File: src/rtl/seven_seg_pkg.sv
// Shared constants and the segment-pattern decoder for the seven-segment scan
// capture block.
//   Patterns are {g,f,e,d,c,b,a} with bit0 = a and a lit segment = 1.
//   seg_to_code returns {err, code[3:0]}.
package seven_seg_pkg;

  localparam logic [6:0] SEG_0     = 7'h3F;
  localparam logic [6:0] SEG_1     = 7'h06;
  localparam logic [6:0] SEG_2     = 7'h5B;
  localparam logic [6:0] SEG_3     = 7'h4F;
  localparam logic [6:0] SEG_4     = 7'h66;
  localparam logic [6:0] SEG_5     = 7'h6D;
  localparam logic [6:0] SEG_6     = 7'h7D;
  localparam logic [6:0] SEG_7     = 7'h07;
  localparam logic [6:0] SEG_8     = 7'h7F;
  localparam logic [6:0] SEG_9     = 7'h6F;
  localparam logic [6:0] SEG_9_ALT = 7'h67;
  localparam logic [6:0] SEG_BLANK = 7'h00;

  localparam logic [3:0] CODE_BLANK = 4'hF;
  localparam logic [3:0] CODE_ERR   = 4'hE;

  function automatic logic [4:0] seg_to_code(input logic [6:0] pattern);
    logic [4:0] result;
    case (pattern)
      SEG_0:     result = {1'b0, 4'd0};
      SEG_1:     result = {1'b0, 4'd1};
      SEG_2:     result = {1'b0, 4'd2};
      SEG_3:     result = {1'b0, 4'd3};
      SEG_4:     result = {1'b0, 4'd4};
      SEG_5:     result = {1'b0, 4'd5};
      SEG_6:     result = {1'b0, 4'd6};
      SEG_7:     result = {1'b0, 4'd7};
      SEG_8:     result = {1'b0, 4'd8};
      SEG_9:     result = {1'b0, 4'd9};
      SEG_9_ALT: result = {1'b0, 4'd9};
      SEG_BLANK: result = {1'b0, CODE_BLANK};
      default:   result = {1'b1, CODE_ERR};
    endcase
    return result;
  endfunction

endpackage

File: src/rtl/seven_seg_pattern_decode.sv
// Combinational decode of one active-high seven-segment pattern.
//   pattern  in  7  segments {g,f,e,d,c,b,a}
//   code     out 4  digit code (F = blank, E = illegal)
//   err      out 1  pattern was not a legal digit or blank
module seven_seg_pattern_decode (
  input  logic [6:0] pattern,
  output logic [3:0] code,
  output logic       err
);
  import seven_seg_pkg::*;

  always_comb begin
    {err, code} = seg_to_code(pattern);
  end

endmodule

File: src/rtl/seven_seg_scan_capture.sv
// Recovers the digits shown on a time-multiplexed seven-segment display bus.
// Each digit pattern must be seen unchanged for STABLE_CYCLES samples before it
// is captured; once every digit has been captured the frame is offered on a
// valid/ready port. Inputs must already be synchronous to clk.
//   clk          in   rising-edge clock
//   rst_n        in   asynchronous active-low reset
//   seg_in       in   segments {g,f,e,d,c,b,a}, bit0 = a
//   dig_sel      in   digit select, bit i = digit i (digit 0 rightmost)
//   clear        in   sync: drop partial frame, clear overrun
//   digits_out   out  digit i code at [4i+3:4i]
//   digit_err    out  bit i = digit i pattern was illegal
//   frame_valid  out  digits_out/digit_err hold a complete frame
//   frame_ready  in   consumer accepts the frame
//   overrun      out  sticky: a finished frame was dropped
module seven_seg_scan_capture #(
  parameter int NUM_DIGITS     = 4,
  parameter int SEG_ACTIVE_LOW = 0,
  parameter int DIG_ACTIVE_LOW = 0,
  parameter int STABLE_CYCLES  = 4
) (
  input  logic                    clk,
  input  logic                    rst_n,
  input  logic [6:0]              seg_in,
  input  logic [NUM_DIGITS-1:0]   dig_sel,
  input  logic                    clear,
  output logic [4*NUM_DIGITS-1:0] digits_out,
  output logic [NUM_DIGITS-1:0]   digit_err,
  output logic                    frame_valid,
  input  logic                    frame_ready,
  output logic                    overrun
);
  import seven_seg_pkg::*;

  localparam int CW = $clog2(STABLE_CYCLES + 1);
  localparam int IW = (NUM_DIGITS > 1) ? $clog2(NUM_DIGITS) : 1;
  localparam logic [CW-1:0] STABLE_C = CW'(STABLE_CYCLES);

  logic [6:0]              seg_norm, seg_q, prev_seg;
  logic [NUM_DIGITS-1:0]   dig_norm, dig_q, prev_dig;
  logic                    one_hot, same, capture, complete;
  logic [IW-1:0]           idx;
  logic [CW-1:0]           cnt, cnt_nx;
  logic [3:0]              dec_code;
  logic                    dec_err;
  logic [4*NUM_DIGITS-1:0] work_digits;
  logic [NUM_DIGITS-1:0]   work_err, seen, cap_mask;

  always_comb begin
    seg_norm = (SEG_ACTIVE_LOW != 0) ? ~seg_in : seg_in;
    dig_norm = (DIG_ACTIVE_LOW != 0) ? ~dig_sel : dig_sel;
  end

  // Sample register plus a copy of the previous sample for the stability compare.
  always_ff @(posedge clk or negedge rst_n) begin
    if (!rst_n) begin
      seg_q    <= '0;
      dig_q    <= '0;
      prev_seg <= '0;
      prev_dig <= '0;
    end else begin
      seg_q    <= seg_norm;
      dig_q    <= dig_norm;
      prev_seg <= seg_q;
      prev_dig <= dig_q;
    end
  end

  seven_seg_pattern_decode u_decode (
    .pattern (seg_q),
    .code    (dec_code),
    .err     (dec_err)
  );

  always_comb begin
    one_hot = ($countones(dig_q) == 1);
    same    = (seg_q == prev_seg) && (dig_q == prev_dig);
    idx     = '0;
    for (int unsigned i = 0; i < NUM_DIGITS; i++) begin
      if (dig_q[i]) idx = IW'(i);
    end

    cnt_nx = '0;
    if (one_hot) begin
      if (!same)               cnt_nx = CW'(1);
      else if (cnt == STABLE_C) cnt_nx = cnt;
      else                     cnt_nx = cnt + CW'(1);
    end

    // Capture only on the transition into saturation; a fresh pattern that
    // restarts the count at 1 also counts as a transition when STABLE_CYCLES==1.
    capture  = one_hot && (cnt_nx == STABLE_C) && !(same && (cnt == STABLE_C));
    cap_mask = capture ? dig_q : '0;
    complete = (seen == '1);
  end

  always_ff @(posedge clk or negedge rst_n) begin
    if (!rst_n) begin
      cnt         <= '0;
      seen        <= '0;
      work_digits <= '0;
      work_err    <= '0;
      digits_out  <= '1;
      digit_err   <= '0;
      frame_valid <= 1'b0;
      overrun     <= 1'b0;
    end else begin
      if (frame_valid && frame_ready) frame_valid <= 1'b0;

      if (clear) begin
        cnt     <= '0;
        seen    <= '0;
        overrun <= 1'b0;
      end else begin
        cnt <= cnt_nx;
        if (capture) begin
          work_digits[4*idx +: 4] <= dec_code;
          work_err[idx]           <= dec_err;
        end
        if (complete) begin
          if (!frame_valid || frame_ready) begin
            digits_out  <= work_digits;
            digit_err   <= work_err;
            frame_valid <= 1'b1;
          end else begin
            overrun <= 1'b1;
          end
        end
        // A capture landing on the completion edge starts the next frame.
        seen <= (complete ? '0 : seen) | cap_mask;
      end
    end
  end

endmodule

File: config.mk
export PLATFORM = sky130hd
export DESIGN_NAME = seven_seg_scan_capture
export DESIGN_NICKNAME = d
export VERILOG_FILES = /design/src/rtl/seven_seg_pkg.sv /design/src/rtl/seven_seg_pattern_decode.sv /design/src/rtl/seven_seg_scan_capture.sv
export SDC_FILE = /design/constraint.sdc
export NUM_CORES = 1
export LEC_CHECK = 0
export ABC_AREA = 1
export CAP_MARGIN = 20
export CORE_MARGIN = 2
export CORE_UTILIZATION = 59
export DETAILED_ROUTE_END_ITERATION = 16
export PLACE_DENSITY_LB_ADDON = 0.2
export REMOVE_ABC_BUFFERS = 1
export SYNTH_ARGS = -nofsm -noshare
export SYNTH_HDL_FRONTEND = slang
export SYNTH_SLANG_ARGS = --single-unit
File: constraint.sdc
create_clock -name clk -period 4.6 [get_ports clk]
set_input_delay 1.15 -clock clk [delete_from_list [all_inputs] [get_ports clk]]
set_output_delay 1.15 -clock clk [all_outputs]
set_load 0.02 [all_outputs]
==> flow_summary.toml <==
[routing]
drtPass1Iterations = 4
drt-total-wl_mm = 5.15
drc = 0
vias = 2119
vias_per_cell = 4.89
wire_per_inst_um = 11.9
drtIter0Drc = 145
ant_nets = 0

[global_routing]
antenna_found_initial = 0
track_usage = 0.208
grt_pass1_vias = 1952
grt_pass1_wl_mm = 8.61
grt_start_max_net_pins = 72
grt_overflow_total = 0

[clocking]
holdBufCountCts = 0
cts-root-buf = "clkbuf_8"
clock_sinks = 71
insertion_delay_ns = 0.33
clock_path_buffers = 2
cts-resized-gates = 0
cts_setup_buffers = 0
cts_tree = "yes"
cts_buffers = 9
clk_pin_slew_ns = 0.07
htree_levels = 3

[finish]
post-route-util = 0.730
fin_cells = 433
design_area_sq_um = 3660
layout-drive-gt1-share = 0.163
synthToLayoutAreaGrowth_pct = 21.3
fillers = 396
diodes = 0
nNetsFinal = 378

[placement]
placed_cell_area_sq_um = 3450
place_ws_ns = 1.44
numPortBuffers = 36
dpl.cell_count = 417
gp_congestion = 0.870
dp_hpwl_mm = 3.68

[hold_path]
min-delay-start = "seg_q[3]$_DFF_PN0_"
min_path_cells = 0
min_path_type = "flop to flop"
holdPathEnd = "prev_seg[3]$_DFF_PN0_"

[timing]
finalMaxSlewViolations = 0
finalCritPeriodShare = 0.675
period_minus_slack_ns = 3.10
fin_hold_ws_ns = 0.432
worst_pin_slew_ns = 0.838
slew_headroom = 0.442
setup_slack_ns = 1.50
fmax_mhz = 322
final.setup.tns_ns = 0
rsz0062_at_grt = "no"
setup_violations = 0
final-hold-violation-count = 0
worst_clock_skew_ns = 0.00599

[power_and_ir_drop]
leakage_nw = 1.77
pwr_density_cell_nw_per_um2 = 335
combPwrFrac = 0.055
finalPower_mw = 1.22
vdd_drop_max_v = 0.000285
intPower_mw = 0.954
clock_power_share = 0.416
p_switching_mw = 0.269
power.share.sequential = 0.529
swShare = 0.220

[logic_synthesis]
synth_ff_type = "dfrtp_1"
yosysUniqueCellTypes = 26
yosys-top-cells-area = "dfrtp_1 (46%), dfstp_2 (14%), nand2_1 (12%)"
yosys_warnings = 0
yosys-top-cells-count = "nand2_1 (94), dfrtp_1 (55), inv_1 (39)"
syn-cell-area_sq_um = 3020
post-synth-top-count-cell = "nand2_1"
synth-seq-cells = 71
yosys.area.top_type = "dfrtp_1"
ys_seq_area_frac = 0.596
ys_async_sr_fraction = 1.00
synth_top_cell_area_share = 0.456
syn_inst = 313
synth_edf_count = 0
avgSynthCellArea_sq_um = 9.63

[die]
core_area_sq_um = 5010
dieArea_sq_um = 5700
ios = 37
dieWidth_um = 75.5
start_util = 0.602
die_y_um = 75.5
rows = 26

[setup_path]
r2r_end = "work_digits[8]$_DFFE_PN0P_"
rrSetupSlack_ns = 1.50
arrival_ns = 3.31
cp-start-kind = "flop"
crit_required_ns = 4.81
rr_worst_depth = 13
cp-end-kind = "flop"
path_class = "flop to flop"
path_max_fanout = 7
timing.rr.start = "dig_q[1]$_DFF_PN0_"

[flow_run]
cap_violations = 0

[outcome]
status = "finished, final reports clean"
[cell type report]
class                           instances  area [sq um]  share of cell area
Sequential cell                        71          1800               0.491
Multi-Input combinational cell        195          1030               0.282
Tap cell                               70          87.6              0.0239
Inverter                               43           161              0.0441
Clock buffer                           13           169              0.0462
Clock inverter                          3          40.0              0.0109
Timing Repair Buffer                   38           370               0.101
[power by group through the flow]
stage	combinational [mW]	clock, mW	sequential [mW]
global placement	0.0668	0	0.658
global route	0.0781	0.544	0.649
floorplan	0.0368	0	0.656
detailed placement	0.0682	0	0.658
CTS	0.0689	0.516	0.647
finish	0.0676	0.509	0.647
[layer usage]
metal / vias up / GRT usage / share of wire
met2: 46 / 0.313 / 0.49
met3: 4 / 0.0622 / 0.043
met1: 993 / 0.280 / 0.46
li1: 1076 / - / -
met4: 0 / 0.101 / 0.012
met5: - / 0 / 0
[registers in the layout (all words and copies together), names as in the netlist]
register / flops
work_digits: 16
seg_q: 7
dig_q: 4
seen: 4
prev_dig: 4
overrun: 1
work_err: 4
digit_err: 4
cnt: 3
prev_seg: 7
digits_out: 16
frame_valid: 1
[cells by family (layout without fill, tap and decap cells)]
family / after synthesis / in the layout / share of synthesized area
AND/OR/NAND/NOR: 147 / 147 / 0.214
XOR/XNOR: 7 / 7 / 0.0203
AO/OA/AOI/OAI: 24 / 24 / 0.0398
flip-flops: 71 / 71 / 0.596
adder cells (fa/ha/maj): 5 / 5 / 0.0232
multiplexers: 12 / 12 / 0.0448
buffers and inverters: 47 / 97 / 0.0618
[worst max-delay path by stage]
stage / depth (start not counted) / endpoint / from / slack (ns)
5_1_grt: 14 / work_digits[4]$_DFFE_PN0P_ / dig_q[3]$_DFF_PN0_ / 1.26
3_3_place_gp: 5 / digit_err[1]$_DFFE_PN0P_ / clear / 1.50
3_5_place_dp: 5 / digit_err[1]$_DFFE_PN0P_ / clear / 1.44
4_1_cts: 13 / work_digits[8]$_DFFE_PN0P_ / dig_q[1]$_DFF_PN0_ / 1.52
2_1_floorplan: 13 / work_digits[12]$_DFFE_PN0P_ / dig_q[1]$_DFF_PN0_ / 1.86
6_report: 13 / work_digits[8]$_DFFE_PN0P_ / dig_q[1]$_DFF_PN0_ / 1.50
[placed cells by master (no fill, tap or decap)]
cell type / n
nor2_1: 16
inv_2: 3
bufinv_16: 1
o21ai_1: 6
nand3_2: 5
clkdlybuf4s50_1: 35
ha_1: 4
nor2_4: 1
inv_1: 39
clkbuf_8: 12
nor4_1: 1
o21ai_0: 16
mux2_2: 12
nand2_2: 1
clkinv_2: 2
nand4_1: 8
buf_2: 1
clkinv_1: 1
clkbuf_1: 1
dfrtp_1: 55
xor2_1: 1
nand2_1: 94
xnor2_1: 6
nor2_2: 3
nand3_1: 10
buf_4: 2
dfstp_2: 16
fa_1: 1
nor3_1: 8
a21oi_1: 2
[critical path, stage by stage (launching register included)]
cell	delay, ns
dfrtp_1	0.48
inv_1	0.09
fa_1	0.51
inv_1	0.04
ha_1	0.17
ha_1	0.27
nor3_1	0.33
nand2_1	0.09
a21oi_1	0.17
nand3_2	0.14
nor2_4	0.21
nand4_1	0.27
nand2_1	0.15
nand2_1	0.08
(Power assumes the default switching activity.)
